## src/rtl/segment_dispatcher_if.sv

```systemverilog
`default_nettype none
// ----------------------------------------------------------------------------
// segment_dispatcher_if : upstream word source, per-axis offer bus, status
// Rev 1.0
// ----------------------------------------------------------------------------
interface segment_dispatcher_if #(
  parameter int NumAxes   = 4,
  parameter int ReadBytes = 4
);
  logic                     enable;
  logic                     src_available;
  logic                     src_request;
  logic [8*ReadBytes-1:0]   src_data;
  logic [NumAxes-1:0]       axis_available;
  logic [NumAxes-1:0]       axis_request;
  logic [8*ReadBytes-1:0]   axis_data;
  logic [NumAxes-1:0]       axis_busy;
  logic [NumAxes-1:0]       dir_out;
  logic                     segment_active;
  logic                     segment_done;

  modport master (
    input  enable, src_available, src_data, axis_request, axis_busy,
    output src_request, axis_available, axis_data, dir_out, segment_active, segment_done
  );

  modport slave (
    output enable, src_available, src_data, axis_request, axis_busy,
    input  src_request, axis_available, axis_data, dir_out, segment_active, segment_done
  );
endinterface
`default_nettype wire

```

## src/rtl/segment_dispatcher.sv

```systemverilog
`default_nettype none
// ----------------------------------------------------------------------------
// segment_dispatcher : splits header + count-word segments across step axes
// Rev 1.0
// ----------------------------------------------------------------------------
module segment_dispatcher #(
  parameter int NumAxes   = 4,
  parameter int ReadBytes = 4
) (
  input  logic                 clk,
  input  logic                 rst,
  segment_dispatcher_if.master bus
);

  localparam int                 c_data_w   = 8 * ReadBytes;
  localparam int                 c_sel_w    = (NumAxes > 1) ? $clog2(NumAxes) : 1;
  localparam logic [NumAxes-1:0] c_axis_one = NumAxes'(1);

  typedef enum logic [2:0] {
    IDLE      = 3'd0,
    SCAN      = 3'd1,
    FETCH     = 3'd2,
    OFFER     = 3'd3,
    WAIT_DONE = 3'd4
  } state_e;

  state_e               state_q, state_d;
  logic [NumAxes-1:0]   mask_q,  mask_d;
  logic [NumAxes-1:0]   dir_q,   dir_d;
  logic [c_sel_w-1:0]   sel_q,   sel_d;
  logic [c_data_w-1:0]  data_q,  data_d;
  logic                 active_q, active_d;
  logic                 done_q,   done_d;

  logic [c_sel_w-1:0]   low_sel;
  logic                 low_hit;
  logic [NumAxes-1:0]   sel_onehot;
  logic                 src_req;

  // Lowest remaining axis: scan downwards so the last hit is the smallest index
  always_comb begin
    low_sel = '0;
    low_hit = 1'b0;
    for (int i = NumAxes - 1; i >= 0; i--) begin
      if (mask_q[i]) begin
        low_sel = c_sel_w'(i);
        low_hit = 1'b1;
      end
    end
  end

  assign sel_onehot = c_axis_one << sel_q;

  always_comb begin
    state_d  = state_q;
    mask_d   = mask_q;
    dir_d    = dir_q;
    sel_d    = sel_q;
    data_d   = data_q;
    active_d = active_q;
    done_d   = 1'b0;
    src_req  = 1'b0;

    unique case (state_q)
      IDLE: begin
        // done_q high means the previous segment finished last edge; hold off one cycle
        if (bus.enable && bus.src_available && !done_q) begin
          src_req  = 1'b1;
          mask_d   = bus.src_data[NumAxes-1:0];
          dir_d    = bus.src_data[2*NumAxes-1:NumAxes];
          active_d = 1'b1;
          state_d  = SCAN;
        end
      end

      SCAN: begin
        if (low_hit) begin
          sel_d   = low_sel;
          state_d = FETCH;
        end else begin
          state_d = WAIT_DONE;
        end
      end

      FETCH: begin
        if (bus.src_available) begin
          src_req = 1'b1;
          data_d  = bus.src_data;
          state_d = OFFER;
        end
      end

      OFFER: begin
        if ((bus.axis_request & sel_onehot) != '0) begin
          mask_d  = mask_q & ~sel_onehot;
          state_d = SCAN;
        end
      end

      WAIT_DONE: begin
        if (bus.axis_busy == '0) begin
          done_d   = 1'b1;
          active_d = 1'b0;
          state_d  = IDLE;
        end
      end

      default: state_d = IDLE;
    endcase
  end

  always_ff @(posedge clk) begin
    if (rst) begin
      state_q  <= IDLE;
      mask_q   <= '0;
      dir_q    <= '0;
      sel_q    <= '0;
      data_q   <= '0;
      active_q <= 1'b0;
      done_q   <= 1'b0;
    end else begin
      state_q  <= state_d;
      mask_q   <= mask_d;
      dir_q    <= dir_d;
      sel_q    <= sel_d;
      data_q   <= data_d;
      active_q <= active_d;
      done_q   <= done_d;
    end
  end

  // Request is gated by rst so nothing is consumed while reset is held
  assign bus.src_request    = src_req & ~rst;
  assign bus.axis_available = (state_q == OFFER) ? sel_onehot : '0;
  assign bus.axis_data      = data_q;
  assign bus.dir_out        = dir_q;
  assign bus.segment_active = active_q;
  assign bus.segment_done   = done_q;

endmodule
`default_nettype wire

```

## src/flat_wrapper.sv

```systemverilog
// flat-port wrapper written by rule: the top's interface ports become plain ports
module segment_dispatcher_flat 
#(
  parameter int NumAxes   = 4,
  parameter int ReadBytes = 4
)
  (clk, rst, bus_enable, bus_src_available, bus_src_data, bus_axis_request, bus_axis_busy, bus_src_request, bus_axis_available, bus_axis_data, bus_dir_out, bus_segment_active, bus_segment_done);
  segment_dispatcher_if #(.NumAxes(NumAxes), .ReadBytes(ReadBytes)) bus_i ();
  input  logic clk;
  input  logic rst;
  input wire logic [$bits(bus_i.enable)-1:0] bus_enable;
  input wire logic [$bits(bus_i.src_available)-1:0] bus_src_available;
  input wire logic [$bits(bus_i.src_data)-1:0] bus_src_data;
  input wire logic [$bits(bus_i.axis_request)-1:0] bus_axis_request;
  input wire logic [$bits(bus_i.axis_busy)-1:0] bus_axis_busy;
  output wire logic [$bits(bus_i.src_request)-1:0] bus_src_request;
  output wire logic [$bits(bus_i.axis_available)-1:0] bus_axis_available;
  output wire logic [$bits(bus_i.axis_data)-1:0] bus_axis_data;
  output wire logic [$bits(bus_i.dir_out)-1:0] bus_dir_out;
  output wire logic [$bits(bus_i.segment_active)-1:0] bus_segment_active;
  output wire logic [$bits(bus_i.segment_done)-1:0] bus_segment_done;
  assign bus_i.enable = bus_enable;
  assign bus_i.src_available = bus_src_available;
  assign bus_i.src_data = bus_src_data;
  assign bus_i.axis_request = bus_axis_request;
  assign bus_i.axis_busy = bus_axis_busy;
  assign bus_src_request = bus_i.src_request;
  assign bus_axis_available = bus_i.axis_available;
  assign bus_axis_data = bus_i.axis_data;
  assign bus_dir_out = bus_i.dir_out;
  assign bus_segment_active = bus_i.segment_active;
  assign bus_segment_done = bus_i.segment_done;
  segment_dispatcher #(.NumAxes(NumAxes), .ReadBytes(ReadBytes)) u_core (.clk(clk), .rst(rst), .bus(bus_i));
endmodule
```

## config.mk

```make
export PLATFORM = sky130hd
export DESIGN_NAME = segment_dispatcher_flat
export DESIGN_NICKNAME = d
export VERILOG_FILES = /design/src/rtl/segment_dispatcher_if.sv /design/src/rtl/segment_dispatcher.sv /design/src/flat_wrapper.sv
export SDC_FILE = /design/constraint.sdc
export NUM_CORES = 1
export LEC_CHECK = 0
export CAP_MARGIN = 20
export CORE_MARGIN = 2
export CORE_UTILIZATION = 44
export CTS_BUF_LIST = sky130_fd_sc_hd__clkbuf_16
export DETAILED_ROUTE_END_ITERATION = 12
export PLACE_DENSITY = 0.92
export REMOVE_ABC_BUFFERS = 1
export SLEW_MARGIN = 20
export SYNTH_ARGS = -nofsm -noshare
export SYNTH_HDL_FRONTEND = slang
export SYNTH_SLANG_ARGS = --single-unit
```

## constraint.sdc

```tcl
create_clock -name clk -period 2.1 [get_ports clk]
set_input_delay 0.525 -clock clk [delete_from_list [all_inputs] [get_ports clk]]
set_output_delay 0.525 -clock clk [all_outputs]
set_load 0.005 [all_outputs]
```

* After elaboration in Yosys (flattened, before gate mapping) *
Index checks and enable logic that the tools add are counted.

cells by class
  eq/ne operators = 8
  shifts and indexed selects = 1
  multiplexer cells = 25
  bitwise logic cells = 6
  reduce and logical (&&, ||, !) cells = 15

operator list
  operator               number
  $mux W3                5
  $pmux W3 S5            1
  $mux W4                3
  $mux W1                9
  $and A4 B4 Y4          2
  $mux W2                4
  $pmux W4 S2            1
  $eq A3 B2 Y1 const B   2
  $ne A2 B1 Y1 const B   3
  $reduce_and A2 Y1      3
  $reduce_and A3 Y1      2
  $logic_not A4 Y1       1
  $not A4 Y4             1
  $pmux W1 S2            2
  $reduce_and A4 Y1      1
  $reduce_bool A2 Y1     2
  $reduce_bool A4 Y1     1
  $shl A1 B2 Y4 const A  1
  $eq A3 B1 Y1 const B   1
  $eq A3 B3 Y1 const B   1
  $logic_not A3 Y1       1
  $logic_and A1 B1 Y1    2
  $ne A2 B2 Y1 const B   1
  $not A1 Y1             2
  3 further kinds        3

word-level totals
  register bits = 47
  output and inout bits = 43

* Logic depth before layout (Yosys ltp) *
  depth in word-level cells = 6
  mapped depth = 7
  depth with buffers taken out = 4

* Least setup slack after synthesis *
No wires, ideal clock.

  kind = input port to output port
  start point = in rst
  end point = out bus_src_request
  arrival time = 1.166 ns
  data required time = 1.575 ns
  setup slack = 0.409 ns
  cell stages on the path = 3
  cell sequence = clkbuf_1 -> clkbuf_1 -> a21oi_1

on the way
  longest elaborated chain between the ends = 2

ends and longest elaborated chain
  item           line                       source
  from (decl)    flat_wrapper.sv:10         input logic rst;
  $not A1 Y1     segment_dispatcher.sv:133  assign bus.src_request = src_req & ~rst;
  $and A1 B1 Y1  segment_dispatcher.sv:133
  to (decl)      flat_wrapper.sv:16         output wire logic [$bits(bus_i.src_request)-1:0] bus_src_request;

Every way passes these cells.

* Final worst setup path *
  start point = reg u_core.state_q[2]
  end point = out bus_axis_available[0]

on the way
  longest elaborated chain between the ends = 2

ends and longest elaborated chain
  item                    line                       source
  from (decl)             segment_dispatcher.sv:27   state_e state_q, state_d;
  from (signal assigned)  segment_dispatcher.sv:122  state_q <= state_d;
  $eq A3 B2 Y1            segment_dispatcher.sv:134  assign bus.axis_available = (state_q == OFFER) ? sel_onehot : '0;
  $mux W4                 segment_dispatcher.sv:134
  to (decl)               flat_wrapper.sv:17         output wire logic [$bits(bus_i.axis_available)-1:0] bus_axis_available;

Every way passes these cells.

==> results.yml <==
clock_tree:
  clockBufferDepth: 2
  clockRootBuffer: "clkbuf_16"
  insertion_delay_ns: 0.28
  cts_buffers: 5
  cts_tree: "yes"
  holdBufCountCts: 0
  cts.clk_slew.worst_paths_ns: 0.06
  h-tree-depth: 2
  clkSinkCount: 47
pwr:
  leakage_nw: 1.120
  ir_drop_mv: 0.5016
  p_per_area_nw_per_um2: 688.4
global_route:
  grt_pass1_vias: 1842
  grt_usage: 0.2181
  grt_max_degree: 48
  grt_pass1_wl_um: 8576
  grt.overflow.total: 0
  grt_antenna_before_repair: 0
routing:
  vias: 1957
  wl_per_cell_um: 13.53
  viasPerCell: 5.136
  ant_nets: 0
  drc: 0
  routed_wirelength_um: 5154
  drt_iter0_markers: 108
  dr.pass1.iters: 4
cells_and_area:
  nFillCells: 330
  drive_gt1_frac: 0.1208
  area_growth_pct: 59.87
  most-common-layout-cells: "clkdlybuf4s50_1, nand2_1, dfxtp_1, a21oi_1, buf_4"
  final_util: 0.7444
  nets: 374
  multi_input_area_um2: 872.1
  layout_commonest_cell: "clkdlybuf4s50_1"
  seqCellArea_um2: 953.4
  layout.cells.non_filler: 381
  diodes: 0
floorplan:
  core_um2: 4058
  row_count: 23
  initial_core_util: 0.4656
  die_w_um: 69.53
  die_h_um: 69.53
  die_area_um2: 4834
  ios: 87
setup_path:
  critPathRequiredTime_ns: 1.57
  path_class: "reg -> out"
  reg2reg_slack_ns: 0.66
  worst_setup_path_start_kind: "register"
  path_max_fanout: 5
  cp.arrival_ns: 1.55
  reg2reg_depth: 3
  r2r-start: "u_core.sel_q[1]"
  rr_endpoint: "u_core.mask_q[2]"
  end_kind: "output port"
place:
  pre_cts_ws_ns: -0.3807
  gp_congestion: 0.7487
  port_buffers: 86
  dp_hpwl_um: 3535
  placedCellCount: 370
yosys:
  syn_area_um2: 1889
  ys_seq_area_frac: 0.4980
  synth_edf_count: 0
  yosysUniqueCellTypes: 31
  syn_inst: 236
  syn_area_per_cell_um2: 8.006
  synth_flop_cell: "dfxtp_1"
  ys_ff_latch: 47
  async_flop_share: 0
  yosysWarnings: 0
timing:
  period_minus_slack_ns: 2.072
  hold_slack_ns: 0.4520
  max_freq_ghz: 0.4827
  drv_slew: 0
  relSlewSlack: 0.6747
  rsz0062_at_grt: "true"
  hold_viol: 0
  skew_ns: 0.002550
  setup_viol: 0
  tightest_slew_ns: 0.4880
  fin_ws_ns: 0.02823
  final.period_utilization: 0.9866
min_path:
  whs_path_depth: 2
  worstHoldStart: "u_core.bus.axis_data[2]"
  whs_endpoint: "u_core.bus.axis_data[2]"
  hold_path.class: "reg -> reg"
job:
  maxCapViolCount: 0
outcome:
  status: "finished clean"
-- report_power, final --
| part | leakage, nW | switching, W | internal [W] | total (W) |
|---|---|---|---|---|
| Combinational | 0.660 | 0.000159 | 0.000208 | 0.000367 |
| Clock | 0.0762 | 0.000306 | 0.000430 | 0.000736 |
| Sequential | 0.384 | 0.0000363 | 0.000939 | 0.000976 |
-- cells by family (layout without fill, tap and decap cells) --
| kind of cell | after synthesis | after routing | synth area share |
|---|---|---|---|
| DFF | 47 | 47 | 0.4980 |
| AOI/OAI and AO/OA | 57 | 57 | 0.1729 |
| muxes | 3 | 3 | 0.01656 |
| buffers and inverters | 18 | 113 | 0.04834 |
| and+or+nand+nor | 111 | 111 | 0.2642 |
-- final cells by class --
class | instances | share of cell area
inverters | 1 | 0.001243
well taps | 50 | 0.02071
repair buffers | 104 | 0.3281
multi-input cells | 171 | 0.2887
clock inverters | 3 | 0.004142
flip-flops and latches | 47 | 0.3157
clock buffers | 5 | 0.04142
-- synth_stat cells, types with 3 or more instances --
cell type | n | share of area
buf_2 | 7 | 0.019
o21bai_1 | 4 | 0.016
nor3_1 | 6 | 0.016
a211oi_1 | 3 | 0.012
dfxtp_1 | 47 | 0.50
nand2_1 | 76 | 0.15
nor2_1 | 13 | 0.026
nor4_1 | 3 | 0.0099
nand3b_1 | 3 | 0.012
clkbuf_1 | 8 | 0.016
a21oi_1 | 40 | 0.11
nor3b_1 | 3 | 0.012
-- worst max path at each step --
stage	cells past startpoint	end	start	slack, ns
after floorplan	2	bus_src_request	u_core.state_q[1]	0.05
after global placement	5	bus_src_request	bus_src_available	-0.36
after detailed placement	5	bus_src_request	bus_src_available	-0.38
after CTS	3	bus_axis_available[3]	u_core.state_q[2]	0.006
after global routing	3	bus_axis_available[0]	u_core.state_q[2]	-0.02
final	3	bus_axis_available[0]	u_core.state_q[2]	0.03
-- worst max-delay path, cell delays in order, from the launching register on --
cell and delay (ns):
dfxtp_4 0.35, nand3b_1 0.21, nor3_2 0.17, clkdlybuf4s50_1 0.53
-- metal layers --
metal	share of wire	vias to the layer above	track usage
li1	-	978	-
met1	0.41	885	0.2646
met2	0.50	81	0.3686
met3	0.077	13	0.08430
met4	0.016	0	0.04357
met5	0	-	0
-- what timing repair did --
item | CTS | global route
pin swaps | 3 | 2
setup endpoints to repair | 5 | 3
gates resized for setup | 11 | 9
buffers inserted | 2 | 1
-- through the flow --
step | total power [W] | setup TNS, ns | instance area (um^2)
after global routing | 0.002179 | -0.01975 | 3020
after floorplan | 0.001122 | 0 | 1802
after CTS | 0.002098 | 0 | 2992
after detailed placement | 0.001354 | -0.3807 | 2833
after global placement | 0.001343 | -0.3572 | 2833
final | 0.002079 | 0 | 3020
-- sequential cells by signal (all words and copies together), names as in the netlist --
register,flops
u_core.sel_q,2
u_core.bus.axis_data,32
u_core.bus.segment_active,1
u_core.mask_q,4
u_core.bus.dir_out,4
u_core.state_q,3
u_core.bus.segment_done,1
No activity file was read; power rests on OpenSTA's default activity.
